==> config.mk <==
export PLATFORM = sky130hd
export DESIGN_NAME = alu_arbiter
export DESIGN_NICKNAME = d
export VERILOG_FILES = /design/src/rtl/alu_arbiter.sv
export SDC_FILE = /design/constraint.sdc
export NUM_CORES = 1
export LEC_CHECK = 0
export BUFFER_PORTS_ARGS = -buffer_cell sky130_fd_sc_hd__buf_4
export CORE_AREA = 5 5 120 122
export DETAILED_ROUTE_END_ITERATION = 12
export DIE_AREA = 0 0 125 127
export GPL_TIMING_DRIVEN = 0
export PLACE_DENSITY_LB_ADDON = 0.15
export SLEW_MARGIN = 20
export SYNTH_ARGS = -nofsm -noshare
export SYNTH_HDL_FRONTEND = slang
export SYNTH_SLANG_ARGS = --single-unit
==> constraint.sdc <==
create_clock -name i_clk -period 2.7 [get_ports i_clk]
set_input_delay 0.675 -clock i_clk [delete_from_list [all_inputs] [get_ports i_clk]]
set_output_delay 0.675 -clock i_clk [all_outputs]
set_load 0.02 [all_outputs]
==> src/rtl/alu_arbiter.sv <==
// Two-requester front end for one shared combinational ALU: grants one op per cycle,
// registers each result into a per-requester response slot held until consumed.
module alu_arbiter #(
  parameter bit RR_EN   = 1'b1,
  parameter int NUM_OPS = 10
) (
  input  logic        i_clk,
  input  logic        i_rst,
  input  logic        i_req0_valid,
  input  logic [31:0] i_req0_op_a,
  input  logic [31:0] i_req0_op_b,
  input  logic [3:0]  i_req0_alu_op,
  output logic        o_req0_ready,
  input  logic        i_req1_valid,
  input  logic [31:0] i_req1_op_a,
  input  logic [31:0] i_req1_op_b,
  input  logic [3:0]  i_req1_alu_op,
  output logic        o_req1_ready,
  output logic        o_rsp0_valid,
  output logic [31:0] o_rsp0_data,
  output logic        o_rsp0_err,
  input  logic        i_rsp0_ready,
  output logic        o_rsp1_valid,
  output logic [31:0] o_rsp1_data,
  output logic        o_rsp1_err,
  input  logic        i_rsp1_ready,
  output logic [31:0] o_alu_op_a,
  output logic [31:0] o_alu_op_b,
  output logic [3:0]  o_alu_op,
  input  logic [31:0] i_alu_data,
  output logic        o_busy
);

  localparam logic [4:0] OP_LIMIT = 5'(NUM_OPS);

  logic [1:0]  req_valid;
  logic [1:0]  rsp_ready;
  logic [31:0] req_op_a [2];
  logic [31:0] req_op_b [2];
  logic [3:0]  req_alu_op [2];

  logic [1:0]  slot_free;
  logic [1:0]  eligible;
  logic [1:0]  grant;
  logic        op_illegal;

  logic [1:0]  rsp_valid_reg;
  logic [1:0]  rsp_err_reg;
  logic [31:0] rsp_data_reg [2];
  logic        last_grant_reg;
  logic        last_grant_next;

  assign req_valid     = {i_req1_valid, i_req0_valid};
  assign rsp_ready     = {i_rsp1_ready, i_rsp0_ready};
  assign req_op_a[0]   = i_req0_op_a;
  assign req_op_a[1]   = i_req1_op_a;
  assign req_op_b[0]   = i_req0_op_b;
  assign req_op_b[1]   = i_req1_op_b;
  assign req_alu_op[0] = i_req0_alu_op;
  assign req_alu_op[1] = i_req1_alu_op;

  // A full slot still counts as free when it is drained in the same cycle.
  generate
    for (genvar gi = 0; gi < 2; gi++) begin : g_elig
      assign slot_free[gi] = ~rsp_valid_reg[gi] | rsp_ready[gi];
      assign eligible[gi]  = req_valid[gi] & slot_free[gi];
    end
  endgenerate

  always_comb begin
    grant = 2'b00;
    if (!i_rst) begin
      if (eligible == 2'b11) begin
        grant = (RR_EN && !last_grant_reg) ? 2'b10 : 2'b01;
      end else begin
        grant = eligible;
      end
    end
  end

  always_comb begin
    o_alu_op_a = '0;
    o_alu_op_b = '0;
    o_alu_op   = '0;
    if (grant[0]) begin
      o_alu_op_a = req_op_a[0];
      o_alu_op_b = req_op_b[0];
      o_alu_op   = req_alu_op[0];
    end else if (grant[1]) begin
      o_alu_op_a = req_op_a[1];
      o_alu_op_b = req_op_b[1];
      o_alu_op   = req_alu_op[1];
    end
  end

  assign op_illegal = ({1'b0, o_alu_op} >= OP_LIMIT);

  always_comb begin
    last_grant_next = last_grant_reg;
    if (grant[0]) begin
      last_grant_next = 1'b0;
    end else if (grant[1]) begin
      last_grant_next = 1'b1;
    end
  end

  always_ff @(posedge i_clk) begin
    if (i_rst) begin
      last_grant_reg <= 1'b1;
    end else begin
      last_grant_reg <= last_grant_next;
    end
  end

  // A grant overrides a same-cycle consume, so valid never bubbles on refill.
  generate
    for (genvar gi = 0; gi < 2; gi++) begin : g_slot
      always_ff @(posedge i_clk) begin
        if (i_rst) begin
          rsp_valid_reg[gi] <= 1'b0;
          rsp_err_reg[gi]   <= 1'b0;
          rsp_data_reg[gi]  <= '0;
        end else if (grant[gi]) begin
          rsp_valid_reg[gi] <= 1'b1;
          rsp_err_reg[gi]   <= op_illegal;
          rsp_data_reg[gi]  <= i_alu_data;
        end else if (rsp_ready[gi]) begin
          rsp_valid_reg[gi] <= 1'b0;
        end
      end
    end
  endgenerate

  assign o_req0_ready = grant[0];
  assign o_req1_ready = grant[1];
  assign o_rsp0_valid = rsp_valid_reg[0];
  assign o_rsp0_data  = rsp_data_reg[0];
  assign o_rsp0_err   = rsp_err_reg[0];
  assign o_rsp1_valid = rsp_valid_reg[1];
  assign o_rsp1_data  = rsp_data_reg[1];
  assign o_rsp1_err   = rsp_err_reg[1];
  assign o_busy       = (|rsp_valid_reg) | (|grant);

endmodule
==> flow_summary.toml, run 1 <==
[cells_and_area]
drive_above_1_share_pct = 55.4
syn2layout_area_growth_pct = 84.0
antenna_cells = 0
fin_util_pct = 61.1
fin_cells = 951
final_net_count = 944
nFillCells = 1106
layout.area.seq_um2 = 2020
multiInputGateArea_um2 = 2270
largest_reg_flops = 64

[global_route]
grt_pass1_wl_um = 25200
grt_max_degree = 25
grt_pass1_vias = 4721
grt_overflow = 0
antenna_found_initial = 0
grt.total_usage_pct = 20.1

[critical_path]
crit_required_ps = 2030
critPathCaptureType = "primary output"
crit_arrival_ps = 2090
worstPathMaxFanout = 8
critPathKind = "input port to primary output"
cp-start-kind = "input port"

[clock_network]
clk_latency_ps = 330
cts_tree = "yes"
clock-root-buffer = "clkbuf_16"
clock_path_buffers = 2
cts_sinks = 69
cts_buffers = 9
htreeDepth = 3
path_clk_slew_ps = 50
ctsHoldBuffers = 0

[run_status]
failed_checks = "negative setup slack"
outcome = "finished, violations left"

[synthesis]
synth_edf_count = 64
synthTopCellsByCount = "104 x nand2b_1, 70 x nor2_1, 69 x inv_1"
synth_nets = 612
ys.flop_type = "edfxtp_1"
synth.distinct_cells = 22
yosys_register_bits = 69
avgSynthCellArea_um2 = 9.92
syn_inst = 438
synthesis.area_um2 = 4340
yosysTopAreaCellShare_pct = 44.3
synth_area_leaders = "edfxtp_1 44%, nand2b_1 15%, o32ai_2 11%"
synth.largest_area_cell = "edfxtp_1"
yosysMostFrequentCell = "nand2b_1"
yosysSeqAreaShare_pct = 46.6
ys.warnings.count = 0
synth-async-reset-ratio_pct = 0

[power_and_ir_drop]
p_per_area_nw_per_um2 = 489
internal-power_mw = 2.79
seq_power_share_pct = 33.3
leakage_nw = 3.69
p_sw_mw = 1.12
p_total_mw = 3.91
irDropWorstVdd_mv = 0.264
pwr-share-clk_pct = 33.5
swShare_pct = 28.6
power_frac_comb_pct = 33.2

[drt]
totalWireLength_um = 17300
drt-initial-drc-count = 222
post_drt_wl_per_cell_um = 18.2
dr_total_vias = 4573
firstDrtPassIters = 4
drc_errors = 0
final_antenna_net_count = 0
routed_via_density = 4.81

[sta]
maxSlewViolCount = 0
worst_slack_ps = -62.4
fmax_mhz = 362
final-setup-viol-count = 34
fin_crit_sh_pct = 102
tightest_slew_ps = 450
max-slew-margin-rel_pct = 70.0
fin_skew_ps = 5.54
final-hold-violation-count = 0
grt_setup_unrepaired = "true"
fin_hold_ws_ps = 508
fin_crit_ps = 2760

[floorplanning]
core_um2 = 13100
io-pin-count = 313
die_x_um = 125
start_util_pct = 33.2
die_area_um2 = 15900
dieHeight_um = 127
rows = 42

[flow_run]
cap_violations = 0

[placed_design]
routabilityCongestion = 0.939
place_inst = 927
io_buffers = 311
hpwl_um = 13800

[hold_path]
hold_path_class = "flop to flop"
## power by group through the flow
stage	Clock, mW	Combinational (mW)	Sequential, mW
after floorplan	0	0.447	1.43
after global placement	0	1.10	1.32
after detailed placement	0	1.13	1.32
after CTS	1.33	1.18	1.30
after global routing	1.38	1.37	1.31
final	1.31	1.30	1.30
## worst max-delay path: stages
cell	delay (ps)
buf_6	90
nand2b_4	130
a311o_2	440
buf_12	170
buf_16	150
o32ai_4	260
buf_6	160
## per-stage QoR
step / setup TNS (ps) / cell area (µm²) / setup slack, ps
6_report: -825 / 7990 / -62.4
3_3_place_gp: -46120 / 6900 / -614
4_1_cts: -1670 / 7480 / -60.8
3_5_place_dp: -9380 / 6960 / -230
2_1_floorplan: -1200 / 4340 / -36.4
5_1_grt: -2890 / 7990 / -110
## logic make-up (layout without fill, tap and decap cells)
kind of cell | after synthesis | count (layout) | synth area share (%)
and+or+nand+nor | 179 | 179 | 21.9
muxes | 2 | 2 | 0.519
DFF | 69 | 69 | 46.6
buffers and inverters | 112 | 449 | 10.9
AOI/OAI and AO/OA | 76 | 76 | 20.1
## layout make-up
class,count,area share (%)
buffer,41,3.76
inverter,69,3.24
tap,176,2.76
clock inverter,5,1.24
clock buffer,11,2.91
timing repair buffer,323,32.4
sequential,69,25.3
multi-input combinational,257,28.4
## timing repair
item | CTS | global route
endpoints found under the setup margin | 68 | 67
cloned | 0 | 3
pin swaps | 2 | 4
buffers inserted | 4 | 3
gates resized for setup | 36 | 74
## placed cells by master (no fill, tap or decap), types with 5 or more instances in the layout
| master | synthesis | routed |
|---|---|---|
| buf_2 | 10 | 6 |
| buf_4 | 3 | 302 |
| buf_6 | 4 | 22 |
| clkbuf_1 | 25 | 12 |
| clkbuf_16 | 0 | 12 |
| clkbuf_2 | 0 | 8 |
| clkbuf_4 | 0 | 6 |
| dfxtp_1 | 5 | 5 |
| edfxtp_1 | 64 | 64 |
| inv_1 | 69 | 69 |
| nand2b_1 | 104 | 102 |
| nor2_1 | 70 | 70 |
| o32ai_1 | 38 | 11 |
| o32ai_2 | 30 | 38 |
| o32ai_4 | 0 | 19 |
## final timing paths
path	start	to	slack, ps	cells past startpoint
worst max-delay path	i_rsp0_ready	o_alu_op_a[17]	-60	7
worst min-delay path	last_grant_reg	last_grant_reg	510	1
worst max register to register	o_rsp1_valid	rsp_data_reg[1][4]	530	7
worst min register to register	last_grant_reg	last_grant_reg	510	1
## per-layer routing
layer | track usage (%) | vias up | wire, µm
li1 | - | 2172 | -
met1 | 20.9 | 2141 | 6010
met2 | 36.6 | 228 | 9070
met3 | 8.22 | 32 | 1710
met4 | 7.21 | 0 | 540
met5 | 0 | - | 0
(Power assumes the default switching activity.)
==> inputs of run 2 (changes only) <==
--- a/config.mk
+++ b/config.mk
@@ -6,9 +6,9 @@
 export NUM_CORES = 1
 export LEC_CHECK = 0
 export BUFFER_PORTS_ARGS = -buffer_cell sky130_fd_sc_hd__buf_4
-export CORE_AREA = 5 5 120 122
+export CORE_AREA = 5 5 130 101
 export DETAILED_ROUTE_END_ITERATION = 12
-export DIE_AREA = 0 0 125 127
+export DIE_AREA = 0 0 135 106
 export GPL_TIMING_DRIVEN = 0
 export PLACE_DENSITY_LB_ADDON = 0.15
 export SLEW_MARGIN = 20
==> run 2 against run 1 <==
The flow still finishes with violations (negative setup slack). Largest power group is now sequential cells. Clock-buffer cell count unchanged. Total power decreased by 5.5%. Combinational power about the same. Global-route usage increased by 2.8 points. Utilization increased by 4.7 points. Critical path depth unchanged. Clock skew decreased by 2.1 ps. Critical endpoint is now o_alu_op_b[21]. Routed wire length decreased by 1.8%. Final cell count decreased by 1.1%.
==> flow_summary.toml, run 2 (synthesis results as in run 1) <==
[drt]
dr_total_vias = 4566
drc_errors = 0
final_antenna_net_count = 0
drt-initial-drc-count = 196
post_drt_wl_per_cell_um = 18.1
firstDrtPassIters = 4
routed_via_density = 4.85
totalWireLength_um = 17000

[sta]
fin_hold_ws_ps = 490
fin_crit_sh_pct = 103
final-hold-violation-count = 0
grt_setup_unrepaired = "true"
tightest_slew_ps = 528
max-slew-margin-rel_pct = 64.8
fin_skew_ps = 3.43
fin_tns_setup_ps = -1300
fmax_mhz = 360
final-setup-viol-count = 38
worst_slack_ps = -74.4
maxSlewViolCount = 0
fin_crit_ps = 2770

[cells_and_area]
largest_reg_flops = 64
nFillCells = 967
layout.area.seq_um2 = 2020
multiInputGateArea_um2 = 2190
final_net_count = 944
antenna_cells = 0
final_cell_mix = "304 x buf_4, 102 x nand2b_1, 69 x inv_1, 69 x nor2_1, 64 x edfxtp_1"
final_common_cell = "buf_4"
fin_cells = 941
final_area_um2 = 7800
syn2layout_area_growth_pct = 79.7
drive_above_1_share_pct = 54.7

[placed_design]
place_inst = 917
io_buffers = 311
place_area_um2 = 6950
hpwl_um = 13300
routabilityCongestion = 0.863

[run_status]
outcome = "finished, violations left"
failed_checks = "negative setup slack"

[global_route]
grt_overflow = 0
grt_pass1_wl_um = 25500
grt_max_degree = 19
grt_pass1_vias = 4707
grt.total_usage_pct = 22.9
antenna_found_initial = 0

[power_and_ir_drop]
p_per_area_nw_per_um2 = 473
irDropWorstVdd_mv = 0.369
leakage_nw = 3.62

[critical_path]
critPathSlowestCell = "a311o_2"
worstPathMaxFanout = 6
critPathTopFamily = "compound AO/OA/AOI/OAI gates"
critical_path_buf_inv_count = 4
cp-start-kind = "input port"
critPathCaptureType = "primary output"
crit_required_ps = 2030
cp_cell_sequence = "buf_6 -> nand2b_4 -> a311o_2 -> buf_12 -> buf_12 -> o32ai_4 -> buf_6"
crit_arrival_ps = 2100
critPathKind = "input port to primary output"
cp_slowest_stage_delay_ps = 460

[flow_run]
cap_violations = 0

[clock_network]
clock-root-buffer = "clkbuf_16"
cts_sinks = 69
clock_path_buffers = 2
clk_latency_ps = 330
cts_tree = "yes"
ctsHoldBuffers = 0
cts_buffers = 9
path_clk_slew_ps = 50
htreeDepth = 3

[hold_path]
hold_path_class = "flop to flop"

[floorplanning]
die_x_um = 135
io-pin-count = 313
rows = 35
core_um2 = 11900
die_area_um2 = 14300
dieHeight_um = 106
start_util_pct = 36.6
[run 2: worst reg2reg max path, delay by kind of cell (launching register included)]
family                 cells  cell delay [ps]
buffers and inverters      4              680
AOI/OAI and AO/OA          1              460
and+or+nand+nor            2              440
DFF                        1              420
[run 2: final timing paths]
| path | startpoint | to | slack (ps) | depth (start not counted) |
|---|---|---|---|---|
| setup / recovery | i_rsp0_ready | o_alu_op_b[21] | -70 | 7 |
| hold / removal | last_grant_reg | last_grant_reg | 490 | 1 |
| setup reg to reg | o_rsp0_valid | rsp_data_reg[1][7] | 420 | 7 |
| hold reg to reg | last_grant_reg | last_grant_reg | 490 | 1 |
[run 2: metal layers]
layer,GRT usage [%],wire [µm],vias up
li1,-,-,2167
met2,41.7,9030,205
met1,26.3,6280,2165
met5,0,0,-
met4,6.55,366,0
met3,6.58,1350,29
[run 2: where the power goes]
| group | internal [mW] | leakage [nW] | total [mW] | switching, mW |
|---|---|---|---|---|
| combinational | 0.603 | 2.75 | 1.27 | 0.664 |
| clock | 0.708 | 0.137 | 1.13 | 0.417 |
| sequential | 1.27 | 0.733 | 1.30 | 0.0284 |
| total | 2.58 | 3.62 | 3.69 | 1.11 |
[run 2: cell type report]
type                            instances  share of cell area (%)
Inverter                               69                    3.32
Multi-Input combinational cell        257                    28.1
Clock buffer                           11                    2.98
Tap cell                              166                    2.66
Sequential cell                        69                    25.9
Clock inverter                          5                   0.657
Timing Repair Buffer                  323                    33.0
Buffer                                 41                    3.38
[run 2: repair_timing]
item	CTS	global route
setup endpoints to repair	70	71
endpoints found under the hold margin	0	0
setup buffers	8	1
pin swaps	5	6
resized for setup	37	58
cloned	1	0
[run 2: through the flow]
step	setup WS [ps]	utilization (%)	power (mW)
2_1_floorplan	-36.4	-	1.88
3_3_place_gp	-691	58.0	2.42
5_1_grt	-99.8	65.7	3.85
4_1_cts	-73.2	63.1	3.64
3_5_place_dp	-220	58.5	2.45
6_report	-74.4	65.7	3.69
